==> config.mk <==
export PLATFORM = sky130hd
export DESIGN_NAME = mem_arbiter
export DESIGN_NICKNAME = d
export VERILOG_FILES = /design/src/rtl/mem_pkg.sv /design/src/rtl/arb_starve_cnt.sv /design/src/rtl/mem_arbiter.sv
export SDC_FILE = /design/constraint.sdc
export NUM_CORES = 1
export LEC_CHECK = 0
export ABC_AREA = 1
export CAP_MARGIN = 40
export CORE_AREA = 3 3 101 103
export DETAILED_ROUTE_END_ITERATION = 16
export DIE_AREA = 0 0 104 106
export PLACE_DENSITY = 0.67
export SLEW_MARGIN = 15
export SYNTH_ARGS = -nofsm -noshare
export SYNTH_HDL_FRONTEND = slang
export SYNTH_HIERARCHICAL = 1
export SYNTH_SLANG_ARGS = --single-unit
export TNS_END_PERCENT = 50
==> constraint.sdc <==
create_clock -name clk -period 1.95 [get_ports clk]
set_clock_uncertainty 0.15 [all_clocks]
set_input_delay 0.2925 -clock clk [delete_from_list [all_inputs] [get_ports clk]]
set_output_delay 0.2925 -clock clk [all_outputs]
set_load 0.01 [all_outputs]
==> src/rtl/mem_pkg.sv <==
// Shared types and widths for the CPU block-RAM arbiter.
// Owner encoding tags which requester holds the single in-flight beat.
package mem_pkg;

    localparam int BRAM_ADDR_W = 18;
    localparam int DATA_W      = 32;

    typedef enum logic [1:0] {
        OWN_NONE = 2'd0,
        OWN_IF   = 2'd1,
        OWN_D    = 2'd2
    } owner_e;

endpackage

==> src/rtl/arb_starve_cnt.sv <==
// Saturating count of denied fetch cycles; hit is decoded from the registered count.
// Zero latency on hit; no backpressure, inc/clr are sampled every cycle.
module arb_starve_cnt #(
    parameter int LIMIT = 4
) (
    input  logic clk,
    input  logic n_reset,
    input  logic inc,
    input  logic clr,
    output logic hit
);

    localparam int W = $clog2(LIMIT + 1);

    logic [W-1:0] cnt_q, cnt_d;

    always_comb begin
        cnt_d = cnt_q;
        if (clr) begin
            cnt_d = '0;
        end else if (inc && (cnt_q != W'(LIMIT))) begin
            cnt_d = cnt_q + W'(1);
        end
    end

    always_ff @(posedge clk or negedge n_reset) begin
        if (!n_reset) begin
            cnt_q <= '0;
        end else begin
            cnt_q <= cnt_d;
        end
    end

    assign hit = (cnt_q == W'(LIMIT));

endmodule

==> src/rtl/mem_arbiter.sv <==
// Fetch/data arbiter for the single BRAM port: combinational grant, response 1 cycle later,
// no backpressure on responses. MEM_ARB_ERR_CHECK_EN adds misaligned/out-of-range faulting.
module mem_arbiter
    import mem_pkg::*;
#(
    parameter int ADDR_W       = BRAM_ADDR_W,
    parameter int STARVE_LIMIT = 4
) (
    input  logic              clk,
    input  logic              n_reset,
    input  logic              if_req,
    input  logic [31:0]       if_addr,
    output logic              if_gnt,
    output logic              if_rvalid,
    output logic [DATA_W-1:0] if_rdata,
    output logic              if_err,
    input  logic              d_req,
    input  logic              d_we,
    input  logic [3:0]        d_be,
    input  logic [31:0]       d_addr,
    input  logic [DATA_W-1:0] d_wdata,
    output logic              d_gnt,
    output logic              d_rvalid,
    output logic [DATA_W-1:0] d_rdata,
    output logic              d_err,
    output logic              bram_en,
    output logic [3:0]        bram_we,
    output logic [ADDR_W-1:0] bram_addr,
    output logic [DATA_W-1:0] bram_wdata,
    input  logic [DATA_W-1:0] bram_rdata
);

    owner_e      owner_q, owner_d;
    logic        store_q, store_d;
    logic        err_q, err_d;
    logic        starve_hit;
    logic        gnt_if, gnt_d;
    logic        fault_if, fault_d, win_fault, win_store;
    logic [31:0] win_addr;

    arb_starve_cnt #(
        .LIMIT   (STARVE_LIMIT)
    ) u_starve_cnt (
        .clk     (clk),
        .n_reset (n_reset),
        .inc     (if_req & ~gnt_if),
        .clr     (gnt_if | ~if_req),
        .hit     (starve_hit)
    );

`ifdef MEM_ARB_ERR_CHECK_EN
    assign fault_if = (if_addr[1:0] != 2'b00) || ((if_addr >> (ADDR_W + 2)) != 32'd0);
    assign fault_d  = (d_addr[1:0]  != 2'b00) || ((d_addr  >> (ADDR_W + 2)) != 32'd0);
`else
    logic addr_unused;
    assign addr_unused = ^{if_addr, d_addr};
    assign fault_if    = 1'b0;
    assign fault_d     = 1'b0;
`endif

    // Grants are held low while in reset so every output reads 0 then.
    always_comb begin
        gnt_d      = n_reset & d_req & ~(if_req & starve_hit);
        gnt_if     = n_reset & if_req & ~gnt_d;
        win_addr   = gnt_d ? d_addr : if_addr;
        win_fault  = gnt_d ? fault_d : (gnt_if & fault_if);
        win_store  = gnt_d & d_we;

        bram_en    = (gnt_d | gnt_if) & ~win_fault;
        bram_addr  = bram_en ? win_addr[ADDR_W+1:2] : '0;
        bram_we    = (bram_en & win_store) ? d_be : 4'b0000;
        bram_wdata = (bram_en & win_store) ? d_wdata : '0;

        owner_d    = gnt_d ? OWN_D : (gnt_if ? OWN_IF : OWN_NONE);
        store_d    = win_store;
        err_d      = win_fault;
    end

    always_ff @(posedge clk or negedge n_reset) begin
        if (!n_reset) begin
            owner_q <= OWN_NONE;
            store_q <= 1'b0;
            err_q   <= 1'b0;
        end else begin
            owner_q <= owner_d;
            store_q <= store_d;
            err_q   <= err_d;
        end
    end

    always_comb begin
        if_gnt    = gnt_if;
        d_gnt     = gnt_d;
        if_rvalid = (owner_q == OWN_IF);
        d_rvalid  = (owner_q == OWN_D);
        if_err    = if_rvalid & err_q;
        d_err     = d_rvalid & err_q;
        if_rdata  = (if_rvalid & ~err_q) ? bram_rdata : '0;
        d_rdata   = (d_rvalid & ~err_q & ~store_q) ? bram_rdata : '0;
    end

endmodule

==> results.cfg, run 1 <==
[placed_design]
portBuffers = 231
placed_cells_incl_taps = 686
place_congestion = 0.786
dpl_cell_area_sq_mm = 0.00408
dp_hpwl_mm = 6.77

[floorplan]
die-area_sq_mm = 0.0110
initial_core_util_pct = 16.7
core_area_sq_mm = 0.00928
pin_count = 262
row_count = 35
die_y_um = 106
fp.dieW_um = 104

[pwr]
pwr-share-clk_pct = 17.5
sw_frac_of_total_pct = 35.9
p_per_area_mw_per_mm2 = 238
leakagePower_nw = 2.60
p_seq_share_pct = 12.5
ir_worst_vdd_mv = 0.115
combinationalPowerShare_pct = 70.0
netSwitchingPower_mw = 0.380
internal_power_mw = 0.679

[finish]
final_area_sq_mm = 0.00445
fillers = 933
layout-drive-gt1-share_pct = 28.5
layout.core_utilization_pct = 48.0
areaGrowthSynthToFinish_pct = 188
antenna-diode-count = 0
num-nets-final = 716
final_cells = 704

[worst_setup_path]
ff2ff_setup_slack_ns = 0.04
r2r-start = u_starve_cnt/cnt_q[1]$_DFFE_PN0P_
ff2ff_path_depth = 15
cp-end-kind = output pin
critPathKind = reg2out
arrival_ns = 1.66
timing.rr.end = u_starve_cnt/cnt_q[2]$_DFFE_PN0P_
required_ns = 1.51
cp-start-kind = flip-flop
cp_max_fo = 7

[route]
route.met2.wl_mm = 4.77
remaining_drc_errors = 0
maxUsedRoutingLayer = met4
wl_per_cell_um = 12.5
routed_wl_mm = 8.83
drt_iter0_drc = 53
routed_via_density = 3.93
final_antenna_net_count = 0
met1_length_mm = 3.25
first_pass_iters = 4
wl_met3_um = 667
vias = 2766

[sta]
slew_violations = 0
max_freq_mhz = 475
finalSetupTns_ns = -3.91
hold_viol_final = 0
setup_ws_ns = -0.157
period_share_pct = 108
fin_crit_ns = 2.11
rsz0062_at_grt = yes
setup_viol = 54

[synth]
ys_ff_latch = 6
ys_warn_count = 6
synth_cell_type_count = 22
ys_seq_area_share_pct = 9.71
syn_area_per_cell_sq_um = 4.77
synth_top_cell_area_share_pct = 29.4
synth.area.top_cells = nor2_1 29%, inv_1 23%, dfrtp_1 9.7%, nand2_1 6.8%, nand3_1 6.5%
syn_inst = 324
yosys.area.top_type = nor2_1
syn_area_sq_mm = 0.00155

[clock_network]
htree_levels = 1
clock_latency_ns = 0.22
clock-sinks = 6
cts_tree = built
cts_made_buffers = 3
root_buffer = clkbuf_8
clk_pin_slew_ns = 0.04
max-clock-path-buffers = 2

[hold_path]
hp-class = in2async

[job]
drv_cap = 0

[status]
violations = setup timing
outcome = finished, violations left

[global_routing]
grt_pass1_vias = 2676
grt_max_degree = 34
grt_use_total_pct = 14.5
gr-total-overflow = 0
antenna_found_initial = 0
grt_pass1_wl_mm = 13.3
## power by group through the flow
stage	sequential, mW	combinational [mW]	clock [mW]
finish	0.133	0.741	0.185
global route	0.133	0.801	0.202
CTS	0.133	0.691	0.194
detailed placement	0.134	0.723	0
global placement	0.134	0.713	0
floorplan	0.134	0.247	0
## cells in the final DEF (no fill, tap or decap), drive strengths merged
master | netlist | routed
nand4 | 2 | 2
a21oi | 19 | 19
dlygate4sd2 | 0 | 64
ha | 2 | 2
clkdlybuf4s15 | 0 | 3
nor2 | 124 | 124
inv | 97 | 97
nand2 | 33 | 33
conb | 1 | 2
o21ai | 1 | 1
nand3 | 20 | 20
dfrtp | 6 | 6
buf | 10 | 87
a21boi | 1 | 1
clkdlybuf4s50 | 0 | 107
clkbuf | 8 | 6
dlymetal6s2s | 0 | 1
## worst max-delay path, stage by stage (launching register included)
cell and delay [ns]:
dfrtp_1 0.38, inv_2 0.08, ha_4 0.14, nand2_4 0.06, inv_6 0.08, nand2_8 0.07, buf_12 0.14, buf_16 0.13
a21oi_2 0.15, nor2_1 0.06, buf_2 0.14
## state kept, by name, summed over array words and instances, names as in the netlist
name                count
u_starve_cnt/cnt_q      3
store_q                 1
owner_q                 2
## cell families after synthesis
group                    count (synthesis)  share of synthesized area (%)
AND/OR/NAND/NOR                        179                           47.3
buffers and inverters                  115                           33.4
AO/OA/AOI/OAI                           21                           7.69
flip-flops                               6                           9.71
adder cells (fa/ha/maj)                  2                           1.62
other                                    1                          0.242
## repair_timing
| action | CTS | global route |
|---|---|---|
| setup buffers | 8 | 1 |
| hold buffers | 0 | 0 |
| pin swaps | 27 | 22 |
| endpoints found under the setup margin | 124 | 61 |
| endpoints found under the hold margin | 0 | 0 |
| gates resized for setup | 333 | 69 |
| gates cloned | 4 | 2 |
## per-stage QoR
step / setup WS (ns) / total power, mW / hold slack (ns)
2_1_floorplan: 0.0673 / 0.381 / -0.153
3_3_place_gp: -0.511 / 0.847 / 0.431
3_5_place_dp: -0.528 / 0.857 / 0.443
4_1_cts: -0.151 / 1.02 / 0.0500
5_1_grt: -0.217 / 1.14 / 0.0816
6_report: -0.157 / 1.06 / 0.0548
## metal layers
metal / up-vias / GRT usage [%]
met4: 0 / 4.65
met3: 10 / 2.31
met5: - / 0
li1: 1411 / -
met2: 139 / 29.2
met1: 1206 / 15.1
## worst max path at each step
stage | start | to
final | u_starve_cnt/cnt_q[1]$_DFFE_PN0P_ | bram_addr[17]
after global routing | u_starve_cnt/cnt_q[1]$_DFFE_PN0P_ | bram_addr[15]
after CTS | u_starve_cnt/cnt_q[0]$_DFFE_PN0P_ | bram_addr[17]
after detailed placement | n_reset | bram_wdata[5]
after global placement | if_req | bram_addr[1]
after floorplan | u_starve_cnt/cnt_q[0]$_DFFE_PN0P_ | bram_wdata[22]
## cell usage after synthesis
library cell	count
nand2_1	28
nor2_2	3
buf_2	1
clkbuf_1	6
clkbuf_8	2
inv_1	96
o21ai_0	1
nand3_1	20
buf_6	6
a21boi_0	1
buf_4	2
a21oi_4	1
buf_8	1
nand4_1	2
ha_1	2
nand2_2	3
a21oi_1	18
conb_1	1
dfrtp_1	6
nand2_4	2
inv_2	1
nor2_1	121
## final cells by class
class                      count  area [sq um]  share of cell area [%]
inverter                      97           369                    8.29
multi-input combinational    204          1190                    26.7
sequential                     6           150                    3.37
timing repair buffer         265          2540                    57.1
tap                          129           161                    3.63
clock buffer                   3          41.3                   0.927
No activity file was read; power rests on OpenSTA's default activity.
==> run 2, diff against run 1 <==
ABC_AREA = not set   (was 1)
CORE_AREA = 3 3 100 102   (was 3 3 101 103)
DIE_AREA = 0 0 103 105   (was 0 0 104 106)
PLACE_DENSITY = 0.7   (was 0.67)
==> run 2 against run 1 <==
The run still ends with setup timing left. Critical path depth decreased by 3. Area after synthesis increased by 9.5%. Fmax decreased by 3.2%. Final area increased by 0.14%. Critical endpoint is now bram_addr[12]. Via count decreased by 4.3%. Clock power increased by 2%. Synthesized cell count decreased by 31%. Wire length increased by 11%. Non-clock buffer count unchanged. Clock-buffer cell count unchanged. Largest cell class unchanged.
==> results.cfg, run 2 <==
[worst_setup_path]
critPathKind = reg2out
arrival_ns = 1.73
cp-start-kind = flip-flop
crit_slowest_cell = dfrtp_1
max_stage_delay_ns = 0.37
cp_max_fo = 9
crit_buf_inv = 3
required_ns = 1.51
worst_path_dominant_cell_family = buffers and inverters
cp_cell_sequence = inv_1, ha_2, and2_4, nor2b_2, clkbuf_16, o32ai_2, buf_2
cp-end-kind = output pin

[route]
routed_wl_mm = 9.84
routed_via_density = 4.57
final_antenna_net_count = 0
first_pass_iters = 4
wl_per_cell_um = 17.0
remaining_drc_errors = 0
vias = 2646
drt_iter0_drc = 89

[placed_design]
portBuffers = 231
place_ws_ns = -0.565
dp_hpwl_mm = 7.01
place_congestion = 0.796
placed_cells_incl_taps = 556

[finish]
antenna-diode-count = 0
final_common_cell = clkdlybuf4s50_1
num-nets-final = 609
largest_registers = u_starve_cnt/cnt_q x3, owner_q x2, store_q x1
largest_reg_flops = 3
fillers = 881
largest-register = u_starve_cnt/cnt_q
mostFrequentLayoutCells = 107 x clkdlybuf4s50_1, 64 x and2_1, 40 x dlygate4sd2_1
layout-drive-gt1-share_pct = 39.3
layout.core_utilization_pct = 48.5
final_cells = 579
areaGrowthSynthToFinish_pct = 163

[synth]
synth_top_cell_area_share_pct = 24.0
yosysMostFrequentCell = and2_1
synth-edff-count = 0
synthTopCellsByCount = 65 x and2_1, 37 x nand2_1, 31 x and4bb_2
synth_cell_type_count = 33
synth-async-reset-ratio_pct = 100
yosys.area.top_type = and2_1
syn_area_per_cell_sq_um = 7.63
syn_area_sq_mm = 0.00169
ys_warn_count = 6
synth.area.top_cells = and2_1 24%, and4bb_2 23%, o32ai_1 9.3%, dfrtp_1 8.9%, nand2_1 8.2%
ys_ff_latch = 6
ys_seq_area_share_pct = 8.87
syn_inst = 222
synth_flop_cell = dfrtp_1

[floorplan]
row_count = 35
pin_count = 262
initial_core_util_pct = 18.4
die-area_sq_mm = 0.0108
die_y_um = 105
core_area_sq_mm = 0.00920
fp.dieW_um = 103

[clock_network]
clock-sinks = 6
holdBufCountCts = 0
clk_pin_slew_ns = 0.04
clock_latency_ns = 0.22
htree_levels = 1
cts_tree = built
cts_made_buffers = 3
max-clock-path-buffers = 2
root_buffer = clkbuf_8

[sta]
hold_viol_final = 0
fin_crit_ns = 2.18
period_share_pct = 112
finalSetupTns_ns = -9.26
slew_violations = 0
max_freq_mhz = 459
setup_ws_ns = -0.227
rsz0062_at_grt = yes
setup_viol = 68

[job]
drv_cap = 0

[global_routing]
gr-total-overflow = 0
grt_use_total_pct = 16.4
grt_max_degree = 39
grt_pass1_wl_mm = 14.1
antenna_found_initial = 0
grt_pass1_vias = 2566

[status]
outcome = finished, violations left
violations = setup timing

[hold_path]
hp-class = in2async

[pwr]
leakagePower_nw = 2.12
p_per_area_mw_per_mm2 = 234
ir_worst_vdd_mv = 0.149
[run 2: final cells by class]
class	instances	area [sq um]	share of cell area [%]
Timing Repair Buffer	265	2470	55.5
Clock buffer	3	41.3	0.926
Inverter	4	15.0	0.337
Tap cell	111	139	3.12
Sequential cell	6	150	3.37
Multi-Input combinational cell	190	1640	36.7
[run 2: what timing repair did]
action	CTS	global route
buffers inserted	8	4
cloned	8	1
resized for setup	391	32
pin swaps	9	4
setup endpoints to repair	125	94
[run 2: final timing paths]
kind / to / start / slack [ns] / depth (start not counted)
setup / recovery: bram_addr[12] / u_starve_cnt/cnt_q[0]$_DFFE_PN0P_ / -0.23 / 7
hold / removal: u_starve_cnt/cnt_q[1]$_DFFE_PN0P_ / n_reset / 0.15 / 2
setup reg to reg: u_starve_cnt/cnt_q[0]$_DFFE_PN0P_ / u_starve_cnt/cnt_q[0]$_DFFE_PN0P_ / -0.12 / 8
hold reg to reg: u_starve_cnt/cnt_q[2]$_DFFE_PN0P_ / u_starve_cnt/cnt_q[2]$_DFFE_PN0P_ / 0.51 / 3
max in group asynchronous: store_q$_DFF_PN0_ / n_reset / 1.37 / 2
min in group clk: u_starve_cnt/cnt_q[2]$_DFFE_PN0P_ / u_starve_cnt/cnt_q[2]$_DFFE_PN0P_ / 0.51 / 3
[run 2: cells by family (layout without fill, tap and decap cells)]
| group | count (synthesis) | after routing | synth area share [%] |
|---|---|---|---|
| DFF | 6 | 6 | 8.87 |
| AOI/OAI and AO/OA | 23 | 24 | 11.6 |
| buffers and inverters | 33 | 272 | 9.98 |
| adders and majority gates | 2 | 2 | 1.48 |
| other | 1 | 2 | 0.222 |
| and+or+nand+nor | 155 | 160 | 66.4 |
| muxes | 2 | 2 | 1.48 |
[run 2: metrics by stage]
stage	total power [mW]	instance area, sq um	hold slack [ns]
after global routing	1.10	4460	0.164
final	1.04	4460	0.155
after floorplan	0.363	1720	-0.153
after detailed placement	0.830	4230	0.491
after CTS	1.05	4470	0.147
after global placement	0.822	4230	0.479
[run 2: report_power, final]
group,internal (mW),leakage [nW],switching (mW),total (mW)
registers,0.130,0.0809,0.00333,0.134
clock network,0.133,0.0216,0.0563,0.189
logic,0.444,2.02,0.275,0.719
total,0.707,2.12,0.335,1.04
[run 2: per-layer routing]
| layer | wire length [um] | global-route usage [%] | vias up | share of wire, % |
|---|---|---|---|---|
| li1 | - | - | 1286 | - |
| met4 | 88 | 2.78 | 0 | 0.89 |
| met3 | 851 | 2.07 | 7 | 8.6 |
| met5 | 0 | 0 | - | 0 |
| met2 | 5140 | 30.8 | 134 | 52 |
| met1 | 3760 | 19.7 | 1219 | 38 |
==> run 3, diff against run 2 <==
TNS_END_PERCENT = 20   (was 50)
==> run 3 against run 2 <==
The run still ends with setup timing left. Combinational power decreased by 1%. Critical path depth is the same. Utilization down 0.60 points. Non-clock buffer count shrank 2. Flip-flop and latch count unchanged. Via count shrank 0.49%. Wire length fell by 1.0%. Highest routed layer unchanged.
==> results.cfg, run 3 (synthesis gave the netlist of run 2 again) <==
[status]
outcome = finished, violations left
violations = setup timing

[floorplan]
row_count = 35
die_y_um = 105
fp.dieW_um = 103
pin_count = 262
die-area_sq_mm = 0.0108
core_area_sq_mm = 0.00920
initial_core_util_pct = 18.4

[clock_network]
clock-sinks = 6
root_buffer = clkbuf_8
cts_tree = built
clk_pin_slew_ns = 0.04
max-clock-path-buffers = 2
holdBufCountCts = 0
htree_levels = 1
cts_made_buffers = 3
clock_latency_ns = 0.22

[sta]
max_freq_mhz = 462
setup_ws_ns = -0.213
slew_violations = 0
period_share_pct = 111
rsz0062_at_grt = yes
setup_viol = 57
hold_viol_final = 0
fin_crit_ns = 2.16

[worst_setup_path]
cp-start-kind = flip-flop
r2r-start = u_starve_cnt/cnt_q[1]$_DFFE_PN0P_
cp-end-kind = output pin
ff2ff_path_depth = 8
cp_max_fo = 8
required_ns = 1.51
critPathKind = reg2out
arrival_ns = 1.72
startpoint = u_starve_cnt/cnt_q[1]$_DFFE_PN0P_

[global_routing]
grt_pass1_vias = 2576
grt_use_met2_pct = 31.1
grt_use_total_pct = 16.5
grt_max_degree = 39
gr-total-overflow = 0
met1_usage_pct = 19.7
grt_pass1_wl_mm = 14.2
grt_busiest_layer = met2
antenna_found_initial = 0
grtUsageMet3_pct = 2.07

[route]
routed_wl_mm = 9.74
routed_via_density = 4.56
drt_iter0_drc = 86
first_pass_iters = 4
vias = 2633
remaining_drc_errors = 0
wl_per_cell_um = 16.9
final_antenna_net_count = 0

[finish]
mostFrequentLayoutCells = 107 x clkdlybuf4s50_1, 64 x and2_1, 37 x nand2_1
layout-drive-gt1-share_pct = 40.6
areaGrowthSynthToFinish_pct = 160
final_area_sq_mm = 0.00440
num-nets-final = 607
antenna-diode-count = 0
layout.core_utilization_pct = 47.9
largest_reg_flops = 3
largest-register = u_starve_cnt/cnt_q
final_common_cell = clkdlybuf4s50_1
largest_registers = u_starve_cnt/cnt_q x3, owner_q x2, store_q x1

[pwr]
leakagePower_nw = 2.07
ir_worst_vdd_mv = 0.149
p_per_area_mw_per_mm2 = 235

[hold_path]
hp-class = in2async

[placed_design]
portBuffers = 231
place_congestion = 0.796
dp_hpwl_mm = 7.01
dpl_cell_area_sq_mm = 0.00423

[job]
drv_cap = 0
run 3: layout make-up:
cell class / instances / area (sq um)
Fill cell: 880 / 4790
Timing Repair Buffer: 263 / 2430
Multi-Input combinational cell: 190 / 1630
Sequential cell: 6 / 150
Tap cell: 111 / 139
Clock buffer: 3 / 41.3
Inverter: 4 / 15.0
run 3: worst max-delay path, stage by stage (launching register included):
cell	delay, ns
dfrtp_1	0.37
inv_1	0.06
ha_2	0.18
and2_4	0.21
and2_4	0.22
buf_6	0.11
and4bb_2	0.22
buf_6	0.12
run 3: final timing paths:
check,to,slack (ns)
worst max-delay path,bram_wdata[5],-0.21
worst min-delay path,u_starve_cnt/cnt_q[1]$_DFFE_PN0P_,0.06
worst max register to register,u_starve_cnt/cnt_q[0]$_DFFE_PN0P_,-0.03
worst min register to register,u_starve_cnt/cnt_q[2]$_DFFE_PN0P_,0.51
max in group asynchronous,store_q$_DFF_PN0_,1.46
min in group clk,owner_q[1]$_DFF_PN0_,0.47
run 3: routing by layer:
layer | vias up | share of wire, %
li1 | 1280 | -
met1 | 1214 | 39
met2 | 132 | 52
met3 | 7 | 8.3
met4 | 0 | 1.0
met5 | - | 0
run 3: per-stage QoR:
step                setup WS, ns  power, mW  hold WS, ns  TNS [ns]  cells
global route              -0.292       1.10       0.0731    -13.90    577
finish                    -0.213       1.03       0.0618     -8.85    577
floorplan                -0.0164      0.363       -0.153   -0.0733    223
CTS                       -0.236       1.05        0.221     -9.96    575
global placement          -0.547      0.822        0.479    -29.89    556
detailed placement        -0.565      0.830        0.491    -30.55    556
run 3: power by group:
part           internal (mW)  switching [mW]  leakage, nW
combinational          0.438           0.273         1.97
clock                  0.133          0.0563       0.0216
sequential             0.130         0.00334       0.0809
run 3: timing repair:
action	4_1_cts	5_1_grt
endpoints found under the setup margin	125	94
resized for setup	387	49
gates cloned	8	0
setup buffers	8	2
pin swaps	9	4
